File: src/rtl/rgb2ycbcr_ctrl.sv
// rgb2ycbcr_ctrl: packs a serial RGB pixel stream into 8-pixel groups,
// issues each group to the 8-lane converter under downstream credit control,
// and delays frame-position tags so they line up with the converter output.
//
// Pixel handshake: a pixel transfers on a rising edge where i_pix_valid and
// o_pix_ready are both 1. o_pix_ready depends only on registered state, and
// the source may hold or drop i_pix_valid freely while o_pix_ready is 0.
module rgb2ycbcr_ctrl #(
    parameter int IMG_WIDTH    = 224,
    parameter int IMG_HEIGHT   = 224,
    parameter int CONV_LATENCY = 3,
    parameter int OUT_CREDITS  = 4
) (
    input  logic         i_clk,
    input  logic         i_rst,
    input  logic         i_start,
    input  logic [23:0]  i_pix_data,
    input  logic         i_pix_valid,
    output logic         o_pix_ready,
    output logic [191:0] o_conv_data,
    output logic         o_conv_valid,
    input  logic         i_credit_ret,
    output logic         o_tag_valid,
    output logic         o_tag_sof,
    output logic         o_tag_eol,
    output logic         o_tag_eof,
    output logic         o_busy,
    output logic         o_done,
    output logic         o_credit_err,
    output logic [1:0]   o_dbg_state
);

    localparam int GRPS = IMG_WIDTH / 8;
    localparam int GW   = (GRPS > 1) ? $clog2(GRPS) : 1;
    localparam int RW   = (IMG_HEIGHT > 1) ? $clog2(IMG_HEIGHT) : 1;
    localparam int CW   = $clog2(OUT_CREDITS + 1);

    localparam logic [GW-1:0] GRP_LAST = GW'(GRPS - 1);
    localparam logic [RW-1:0] ROW_LAST = RW'(IMG_HEIGHT - 1);
    localparam logic [CW-1:0] CRED_MAX = CW'(OUT_CREDITS);

    typedef enum logic [1:0] {
        S_IDLE  = 2'd0,
        S_FILL  = 2'd1,
        S_ISSUE = 2'd2,
        S_DONE  = 2'd3
    } state_t;

    state_t        state_q, state_d;
    logic [2:0]    lane_q, lane_d;
    logic [GW-1:0] grp_q, grp_d;
    logic [RW-1:0] row_q, row_d;
    logic [CW-1:0] cred_q, cred_d;
    logic          err_q, err_d;
    logic [7:0][23:0] buf_q;
    // Each tag stage holds {valid, sof, eol, eof}.
    logic [3:0]    tag_q [CONV_LATENCY];

    logic accept;
    logic issue;
    logic tag_sof;
    logic tag_eol;
    logic tag_eof;

    // Transfer strobes and the position tags of the group currently held.
    always_comb begin
        accept  = (state_q == S_FILL) && i_pix_valid;
        issue   = (state_q == S_ISSUE) && (cred_q != '0);
        tag_sof = (grp_q == '0) && (row_q == '0);
        tag_eol = (grp_q == GRP_LAST);
        tag_eof = tag_eol && (row_q == ROW_LAST);
    end

    // Next-state decode for the sequencing FSM.
    always_comb begin
        state_d = state_q;
        case (state_q)
            S_IDLE:  if (i_start) state_d = S_FILL;
            S_FILL:  if (accept && (lane_q == 3'd7)) state_d = S_ISSUE;
            S_ISSUE: if (issue) state_d = tag_eof ? S_DONE : S_FILL;
            S_DONE:  state_d = S_IDLE;
            default: state_d = S_IDLE;
        endcase
    end

    // Lane, group and row counters; group/row advance once per issued group.
    always_comb begin
        lane_d = lane_q;
        grp_d  = grp_q;
        row_d  = row_q;
        if ((state_q == S_IDLE) && i_start) begin
            lane_d = '0;
            grp_d  = '0;
            row_d  = '0;
        end
        if (accept) begin
            lane_d = lane_q + 3'd1;
        end
        if (issue) begin
            if (tag_eol) begin
                grp_d = '0;
                row_d = tag_eof ? '0 : row_q + RW'(1);
            end else begin
                grp_d = grp_q + GW'(1);
            end
        end
    end

    // Credit counter: issue consumes, return refills; a return into a full
    // counter saturates and latches the error flag.
    always_comb begin
        cred_d = cred_q;
        err_d  = err_q;
        if (issue && !i_credit_ret) begin
            cred_d = cred_q - CW'(1);
        end else if (!issue && i_credit_ret) begin
            if (cred_q == CRED_MAX) begin
                err_d = 1'b1;
            end else begin
                cred_d = cred_q + CW'(1);
            end
        end
    end

    // State, counters and credit registers; reset also restores all credits.
    always_ff @(posedge i_clk or posedge i_rst) begin
        if (i_rst) begin
            state_q <= S_IDLE;
            lane_q  <= '0;
            grp_q   <= '0;
            row_q   <= '0;
            cred_q  <= CRED_MAX;
            err_q   <= 1'b0;
        end else begin
            state_q <= state_d;
            lane_q  <= lane_d;
            grp_q   <= grp_d;
            row_q   <= row_d;
            cred_q  <= cred_d;
            err_q   <= err_d;
        end
    end

    // Group buffer: written only while filling, so it is stable during issue.
    always_ff @(posedge i_clk or posedge i_rst) begin
        if (i_rst) begin
            buf_q <= '0;
        end else if (accept) begin
            buf_q[lane_q] <= i_pix_data;
        end
    end

    // Tag delay line matched to the converter latency; reset flushes it.
    always_ff @(posedge i_clk or posedge i_rst) begin
        if (i_rst) begin
            for (int i = 0; i < CONV_LATENCY; i++) tag_q[i] <= '0;
        end else begin
            tag_q[0] <= issue ? {1'b1, tag_sof, tag_eol, tag_eof} : 4'b0000;
            for (int i = 1; i < CONV_LATENCY; i++) tag_q[i] <= tag_q[i-1];
        end
    end

    assign o_pix_ready  = (state_q == S_FILL);
    assign o_conv_valid = issue;
    assign o_conv_data  = buf_q;
    assign o_tag_valid  = tag_q[CONV_LATENCY-1][3];
    assign o_tag_sof    = tag_q[CONV_LATENCY-1][2];
    assign o_tag_eol    = tag_q[CONV_LATENCY-1][1];
    assign o_tag_eof    = tag_q[CONV_LATENCY-1][0];
    assign o_busy       = (state_q != S_IDLE);
    assign o_done       = (state_q == S_DONE);
    assign o_credit_err = err_q;
    assign o_dbg_state  = state_q;

endmodule

File: config.mk
export PLATFORM = sky130hd
export DESIGN_NAME = rgb2ycbcr_ctrl
export DESIGN_NICKNAME = d
export VERILOG_FILES = /design/src/rtl/rgb2ycbcr_ctrl.sv
export SDC_FILE = /design/constraint.sdc
export NUM_CORES = 1
export LEC_CHECK = 0
export ABC_CLOCK_PERIOD_IN_PS = 6800
export BUFFER_PORTS_ARGS = -buffer_cell sky130_fd_sc_hd__buf_2
export CAP_MARGIN = 20
export CORE_ASPECT_RATIO = 0.8
export CORE_MARGIN = 2
export CORE_UTILIZATION = 35
export CTS_CLUSTER_SIZE = 16
export DETAILED_ROUTE_END_ITERATION = 7
export HOLD_SLACK_MARGIN = 0.05
export PLACE_DENSITY_LB_ADDON = 0.25
export SYNTH_ARGS = -nofsm -noshare
export SYNTH_HDL_FRONTEND = slang
export SYNTH_SLANG_ARGS = --single-unit
File: constraint.sdc
create_clock -name i_clk -period 6.8 [get_ports i_clk]
set_clock_uncertainty 0.2 [all_clocks]
set_input_delay 0 -clock i_clk [delete_from_list [all_inputs] [get_ports i_clk]]
set_output_delay 0 -clock i_clk [all_outputs]
set_load 0.05 [all_outputs]
* After elaboration in Yosys (flattened, before gate mapping)
Index checks and enable logic that the tools add are counted.
Operators by class: add/sub/neg operators 5, multipliers 0, divide/modulo/power cells 0, magnitude comparators 2, equal/unequal tests 11, shifts and indexed selects 0, mux-type cells 21, bitwise logic cells 1, reduce and logical (&&, ||, !) cells 22
Operators by type and width (count):
- bitwise mux 192 bit | 1
- demux 24 bit (select 3 bit) | 1
- 2-to-1 mux 8 bit | 4
- 2-to-1 mux 24 bit | 1
- 2-to-1 mux 3 bit | 5
- 2-to-1 mux 5 bit | 3
- logical AND 1 bit | 9
- adder 8 x 1 -> 8 bit, second input constant | 1
- == test 8 bit, second input constant | 1
- logical NOT 8 bit | 1
- 2-to-1 mux 2 bit | 4
- case mux 2 bit (4 select lines) | 1
- nonzero test 2 bit | 4
- adder 3 x 1 -> 3 bit, second input constant | 2
- == test 3 bit, second input constant | 2
- inequality test 2 bit, second input constant | 3
- AND reduction 3 bit | 2
- adder 5 x 1 -> 5 bit, second input constant | 1
- == test 5 bit, second input constant | 1
- logical NOT 5 bit | 1
- == test 2 bit, second input constant | 2
- < comparator 3 x 4 -> 1 bit, second input constant | 1
- 2-to-1 mux 4 bit | 1
- >= comparator 3 x 1 -> 1 bit, second input constant | 1
- other kinds (8) | 9
Word-level totals: register bits 226, bits in latches 0, bits in writable memories 0, ROM bits 0, input bits 29, output and inout bits 203, word-level logic and storage cells 79, memories kept 0

* Logic depth before layout (Yosys ltp)
Gate-level depths: netlist of the first run.
word-level depth 6, gate-level depth with buffers 9, mapped depth without buffers 9

* Worst setup path before layout of the first run
OpenSTA, ideal clock, no wires.
path type reg2reg, from reg state_q[1] (netlist: o_dbg_state[1]), to reg cred_q[2], library setup time 0.077 ns, data arrival time 3.185 ns, required time 6.523 ns, path slack 3.337 ns, stages on the path, launching flop included 10, path buffers 0, clock period less this slack 3.463 ns, path through dfrtp_1 > or2b_1 > nor2_1 > ha_1 > inv_1 > fa_1 > or2_2 > nand2_1 > a21oi_1 > a31oi_1
Between the ends: longest elaborated chain between the ends 6, elaborated cells between the ends (all ways) 9, those cells by class eq/ne: 2; mux: 1; reduce/logical: 6
RTL lines:
- from (decl) | line 49 | state_t state_q, state_d;
- from (signal assigned) | line 135 | state_q <= state_d;
- == test 2 bit * | line 68 | issue = (state_q == S_ISSUE) && (cred_q != '0);
- logical AND 1 bit * | line 68
- named net o_conv_valid | line 21 | output logic o_conv_valid,
- logical NOT 1 bit | line 116 | end else if (!issue && i_credit_ret) begin
- logical AND 1 bit | line 116
- nonzero test 2 bit (no line)
- AND reduction 2 bit (no line)
- to (signal assigned) | line 139 | cred_q <= cred_d;
- to (decl) | line 53 | logic [CW-1:0] cred_q, cred_d;
Mark *: on every way through the listed nets, which the timed path passes. The rest lies on a longest branch. A chain may end at the register's enable or synchronous reset.

* Worst setup path after layout of the first run
from reg state_q[0] (netlist: o_dbg_state[0]), to reg cred_q[2]
Between the ends: longest elaborated chain between the ends 6, elaborated cells between the ends (all ways) 9, those cells by class eq/ne: 2; mux: 1; reduce/logical: 6
RTL lines (line):
- == test 2 bit * | 68
- logical AND 1 bit * | 68
- logical NOT 1 bit | 116
- logical AND 1 bit | 116
- nonzero test 2 bit (no line)
- AND reduction 2 bit (no line)
Every way passes the cells marked *; elsewhere a longest branch is shown, timed or not.

==> impl_metrics.yaml, run 1 <==
logic_synthesis:
  syn_inst: 569
  ys_types: 47
  synth-edff-count: 0
  async_reset_ff_share_pct: 100.0
  syn-mean-instance-area_um2: 15.57
  ys_seq_area_share_pct: 63.86
  synth_ff_type: "dfrtp_1"
  yosysWarningCount: 0
  synth_area_um2: 8857
  ys_ff_latch: 226
  syn_nets: 607
run_status:
  status: "finished, final reports clean"
detailed_routing:
  drt_wl_total_um: 22410
  avgRoutedWirePerCell_um: 18.95
  drt_iter0_markers: 301
  viasPerCell: 4.808
  ant_nets: 0
  vias: 5688
  drtPass1Iterations: 4
  drcViolationCount: 0
min_path:
  hold_path_class: "primary input to flop"
  holdPathStages: 5
  min_to: "o_dbg_state[0]$_DFFE_PP0P_"
  min_from: "i_pix_valid"
grt:
  grt_pass1_wl_um: 34810
  antenna_found_initial: 0
  gr-usage-all-layers_pct: 16.72
  grt_pass1_vias: 5771
  grt_max_degree: 81
  grt-ovfl-total: 0
sta:
  setup_violations: 0
  period_share_pct: 40.37
  hold_viol: 0
  tns_ns: 0
  tightestPinTransition_ns: 0.9794
  fmaxAchievable_ghz: 0.3643
  rsz0062_at_grt: "no"
  slew_viol_final: 0
  slew_headroom_pct: 34.55
  finalCriticalPeriod_ns: 2.745
setup_path:
  worstReg2RegEnd: "cred_q[2]$_DFFE_PP1P_"
  crit_fanout: 9
  ff2ff_setup_slack_ns: 4.05
  path_cells: "or2b_1, nor2_1, ha_1, inv_1, fa_1, or2_2, nand2_1, a21oi_1, a31oi_1"
  path_class: "flop to flop"
  worstRegToRegCells: 9
  critPathBufInv: 1
  slowest_stage: "dfrtp_1"
  cpLargestDelayFamily: "simple AND/OR/NAND/NOR gates"
  timing.rr.start: "o_dbg_state[0]$_DFFE_PP0P_"
  max_stage_delay_ns: 0.44
  arrival_ns: 2.99
  startpoint_type: "flop"
  critPathCaptureType: "flop"
  required_ns: 7.04
run:
  cap_violations: 0
clock_network:
  clock_path_buffers: 3
  numCtsBuffers: 26
  cts.clk_slew.worst_paths_ns: 0.06
  htree_levels: 1
  cts_setup_buffers: 0
  clock-sinks: 226
  cts_tree: "done"
  worstSkewPairLatency_ns: 0.52
  cts_root_buf: "clkbuf_16"
placed_design:
  post_dp_cell_area_um2: 10340
  numPortBuffers: 231
  dp_hpwl_um: 14530
  dp_cells: 1108
  gp_congestion: 0.7819
cells_and_area:
  design_area_um2: 11560
  antenna_cells: 0
  syn2layout_area_growth_pct: 30.54
  final_util_pct: 46.16
  num-nets-final: 879
  stdcell_count: 1183
  drive_gt1_share_pct: 56.23
floorplan:
  dieHeight_um: 146.3
  rows: 52
  start_util_pct: 35.36
  ioPinCount: 232
  die_area_um2: 26600
  coreArea_um2: 25050
  dieWidth_um: 181.9
## metal layers
layer / vias to the layer above / part of all wire, % / GRT usage (%)
met1: 2930 / 48 / 24.31
met3: 34 / 4.8 / 3.218
met4: 0 / 2.7 / 4.758
li1: 2577 / - / -
met5: - / 0 / 0
met2: 147 / 45 / 25.61
## worst reg2reg max path, delay by kind of cell (launching register included)
family | cells | cell delay (ns)
AOI/OAI and AO/OA | 2 | 0.20
adders and majority gates | 2 | 0.67
DFF | 1 | 0.44
and+or+nand+nor | 4 | 1.07
buffers and inverters | 1 | 0.09
## worst max path at each step
stage	from	endpoint	slack, ns	depth (start not counted)
after floorplan	i_rst	cred_q[0]$_DFFE_PP0P_	0.41	1
after global placement	o_dbg_state[0]$_DFFE_PP0P_	cred_q[2]$_DFFE_PP1P_	4.14	9
after detailed placement	o_dbg_state[1]$_DFFE_PP0P_	o_conv_data[84]$_DFFE_PP0P_	4.04	5
after CTS	o_dbg_state[1]$_DFFE_PP0P_	o_conv_data[84]$_DFFE_PP0P_	4.01	5
after global routing	o_dbg_state[0]$_DFFE_PP0P_	cred_q[2]$_DFFE_PP1P_	3.79	8
final	o_dbg_state[0]$_DFFE_PP0P_	cred_q[2]$_DFFE_PP1P_	4.05	9
## synth_stat cells (2+ instances only)
cell	instances	area, µm²
a31oi_1	4	25.02
buf_4	6	45.04
clkbuf_1	2	7.510
inv_1	15	56.30
dfrtp_1	225	5630
nor2b_1	2	12.51
nor4_1	2	12.51
buf_6	5	56.30
a31o_2	2	17.52
or4_1	2	15.01
nor2_1	11	41.29
mux2_4	20	300.3
nand3_1	11	55.05
nand3b_2	2	22.52
a22o_1	3	26.28
a21oi_1	5	25.02
nor3_1	2	10.01
nand4_1	4	25.02
nor3b_2	2	25.02
or3_1	2	12.51
nand2_1	16	60.06
buf_2	8	40.04
o31ai_1	4	30.03
o21ai_0	13	65.06
ha_1	8	100.1
mux2_2	172	1937
## through the flow
stage | setup slack [ns] | hold slack, ns
CTS | 4.012 | 0.07233
finish | 4.055 | 0.1018
global placement | 4.140 | -0.06270
detailed placement | 4.040 | -0.05950
floorplan | 0.4105 | -0.05196
global route | 3.788 | 0.1104
## flip-flops by register name (all words and copies together), names as in the netlist
signal        count
o_tag_sof         1
row_q             8
o_conv_data     192
o_tag_eol         1
o_tag_eof         1
grp_q             5
o_credit_err      1
o_tag_valid       1
o_dbg_state       2
cred_q            3
lane_q            3
tag_q             8
## cells in the final DEF, fill, tap and decap left out, types with 3 or more instances in the layout
cell / count
a21oi_1: 5
a22o_1: 3
a31oi_1: 4
buf_2: 231
buf_4: 5
bufinv_16: 4
clkbuf_1: 5
clkbuf_16: 27
clkbuf_8: 7
dfrtp_1: 225
dlygate4sd3_1: 29
ha_1: 8
inv_1: 14
mux2_2: 172
mux2_4: 20
nand2_1: 16
nand3_1: 10
nand4_1: 4
nor2_1: 10
o21ai_0: 13
o31ai_1: 4
## logic make-up (layout without fill, tap and decap cells)
| kind of cell | count (synthesis) | in the layout | synth area share, % |
|---|---|---|---|
| adders and majority gates | 9 | 9 | 1.356 |
| DFF | 226 | 226 | 63.87 |
| buffers and inverters | 37 | 327 | 2.359 |
| xor gates and xnor gates | 1 | 1 | 0.09890 |
| AOI/OAI and AO/OA | 37 | 37 | 2.698 |
| and+or+nand+nor | 67 | 67 | 4.365 |
| muxes | 192 | 192 | 25.26 |
## final cells by class
cell class | count | area (µm²)
clock buffer | 39 | 790.8
clock inverter | 7 | 141.4
fill | 2259 | 13490
inverter | 16 | 67.56
multi-input combinational | 306 | 3017
sequential | 226 | 5657
tap | 324 | 405.4
timing repair buffer | 265 | 1484
## timing repair
item | CTS | global route
hold buffers | 29 | 0
resized for setup | 0 | 0
endpoints found under the hold margin | 283 | 0
Power of run 1 is not shown: default switching activity piles up to over one toggle a cycle in this logic, so the estimate is an artifact.
==> run 2: changes to the inputs <==
- ABC_AREA: not set -> 1
- ABC_CLOCK_PERIOD_IN_PS: 6800 -> 2800
- clock period: 6.8 -> 2.8 ns (I/O delays scaled with it)
==> impl_metrics.yaml, run 2 <==
run_status:
  status: "finished, final reports clean"
grt:
  antenna_found_initial: 0
  gr-usage-all-layers_pct: 19.78
  grt_max_degree: 57
  grt_pass1_wl_um: 42230
  grt_pass1_vias: 7233
  grt-ovfl-total: 0
floorplan:
  start_util_pct: 35.67
  rows: 52
  dieWidth_um: 183.6
  die_area_um2: 27100
  ioPinCount: 232
  dieHeight_um: 147.6
  coreArea_um2: 25310
cells_and_area:
  final_cell_mix: "nand2_1 (351), buf_2 (231), dfrtp_1 (225), o21ai_0 (144), inv_1 (54)"
  drive_gt1_share_pct: 24.18
  final_common_cell: "nand2_1"
  nFillCells: 2500
  regArea_um2: 5657
  multi_input_area_um2: 2924
  syn2layout_area_growth_pct: 28.79
  antenna_cells: 0
  num-nets-final: 1280
  largest_register_ffs: 192
power:
  p_leak_nw: 6.414
  total_power_mw: 16.49
  power.density_nw_per_um2: 1418
  peakVddDrop_mv: 0.6967
setup_path:
  arrival_ns: 2.67
  slowest_stage: "dfrtp_1"
  required_ns: 3.04
  crit_fanout: 6
  timing.rr.start: "o_dbg_state[1]$_DFFE_PP0P_"
  ff2ff_setup_slack_ns: 0.37
  path_cells: "inv_1, nor2_1, nand2_1, inv_1, ha_1, inv_1, fa_1, xnor2_1, nand2_1, nand2_1, nand2_1"
  critPathMostFrequentCell: "nand2_1"
  worstReg2RegEnd: "cred_q[2]$_DFFE_PP1P_"
  startpoint_type: "flop"
  path_class: "flop to flop"
  worstRegToRegCells: 11
  critPathCaptureType: "flop"
  max_stage_delay_ns: 0.44
clock_network:
  htree_levels: 1
  cts.clk_slew.worst_paths_ns: 0.06
  worstSkewPairLatency_ns: 0.51
  clock_path_buffers: 3
  cts_setup_buffers: 0
  numCtsBuffers: 25
  cts_root_buf: "clkbuf_16"
  clock-sinks: 226
  cts_tree: "done"
logic_synthesis:
  synth_top_area_share_pct: 62.37
  ys_ff_latch: 226
  yosysWarningCount: 0
  yosysMostFrequentCell: "nand2_1"
  ys_seq_area_share_pct: 62.66
  synthTopCellsByArea: "dfrtp_1 (62%), nand2_1 (15%), o21ai_0 (8.0%)"
  syn-mean-instance-area_um2: 9.174
  async_reset_ff_share_pct: 100.0
  synth_area_um2: 9027
  ys_types: 27
  syn_nets: 1022
  synth-edff-count: 0
  syn_inst: 984
  ys_top_cells_by_count: "nand2_1 (353), dfrtp_1 (225), o21ai_0 (144)"
  yosysTopAreaCell: "dfrtp_1"
  synth_ff_type: "dfrtp_1"
placed_design:
  numPortBuffers: 231
  dp_hpwl_um: 18480
  gp_congestion: 0.8644
  pre_cts_ws_ns: 0.3899
sta:
  rsz0062_at_grt: "no"
  hold_ws_ns: 0.1379
  tns_ns: 0
  period_share_pct: 86.72
  finalCriticalPeriod_ns: 2.428
  slew_viol_final: 0
  postLayoutSetupSlackWorst_ns: 0.3719
  hold_viol: 0
  setup_violations: 0
  fmaxAchievable_ghz: 0.4118
  slew_headroom_pct: 41.53
  tightestPinTransition_ns: 0.8752
detailed_routing:
  avgRoutedWirePerCell_um: 16.87
  drtPass1Iterations: 4
  drt_iter0_markers: 472
  drcViolationCount: 0
  vias: 7459
  ant_nets: 0
  viasPerCell: 4.718
  drt_wl_total_um: 26680
min_path:
  min_from: "i_pix_data[5]"
  min_to: "o_conv_data[125]$_DFFE_PP0P_"
  holdPathStages: 4
  hold_path_class: "primary input to flop"
run:
  cap_violations: 0
[run 2: power breakdown]
group | switching (mW) | leakage, nW | internal [mW]
Sequential | 0.688 | 2.96 | 4.57
Clock | 1.26 | 0.365 | 1.81
Combinational | 6.56 | 3.09 | 1.60
Total | 8.51 | 6.41 | 7.98
[run 2: worst max-delay path by stage]
| stage | cells after the start | startpoint | endpoint | slack, ns |
|---|---|---|---|---|
| after floorplan | 1 | i_rst | cred_q[0]$_DFFE_PP0P_ | -0.35 |
| after global placement | 11 | o_dbg_state[1]$_DFFE_PP0P_ | cred_q[2]$_DFFE_PP1P_ | 0.53 |
| after detailed placement | 11 | o_dbg_state[1]$_DFFE_PP0P_ | cred_q[2]$_DFFE_PP1P_ | 0.39 |
| after CTS | 11 | o_dbg_state[1]$_DFFE_PP0P_ | cred_q[2]$_DFFE_PP1P_ | 0.37 |
| after global routing | 11 | o_dbg_state[1]$_DFFE_PP0P_ | cred_q[2]$_DFFE_PP1P_ | 0.20 |
| final | 11 | o_dbg_state[1]$_DFFE_PP0P_ | cred_q[2]$_DFFE_PP1P_ | 0.37 |
[run 2: what timing repair did]
action | CTS | global route
hold buffers | 29 | 0
hold endpoints to repair | 437 | 0
gates resized for setup | 0 | 0
[run 2: cell families after synthesis]
logic type | Yosys count | synth area share (%)
fa+ha+maj | 9 | 1.331
compound gates | 209 | 11.66
simple gates | 426 | 18.72
xor+xnor | 5 | 0.4852
buf+inv | 109 | 5.142
flops | 226 | 62.66
[run 2: layout make-up]
cell class | instances | share of cell area, %
sequential | 226 | 48.65
multi-input combinational | 649 | 25.15
inverter | 59 | 1.937
clock inverter | 3 | 0.3444
tap | 324 | 3.487
clock buffer | 39 | 6.091
timing repair buffer | 281 | 14.33
[run 2: per-stage QoR]
stage	area, µm²	cells	util, %
floorplan	9031	984	-
global placement	10590	1510	41.83
detailed placement	10590	1510	41.83
CTS	11630	1581	45.94
global route	11630	1581	45.94
finish	11630	1581	45.94
[run 2: worst max-delay path: cells and delay by family (launching register included)]
family                     cells  cell delay [ns]
adders and majority gates      2             0.59
and+or+nand+nor                5             0.60
buffers and inverters          3             0.35
DFF                            1             0.44
xor gates and xnor gates       1             0.18
[run 2: routing by layer]
layer,GRT usage [%],up-vias,part of all wire [%]
met3,5.691,33,8.6
li1,-,3649,-
met2,29.64,224,43
met1,28.72,3553,47
met4,3.880,0,1.9
met5,0,-,0
(Power assumes the default switching activity.)
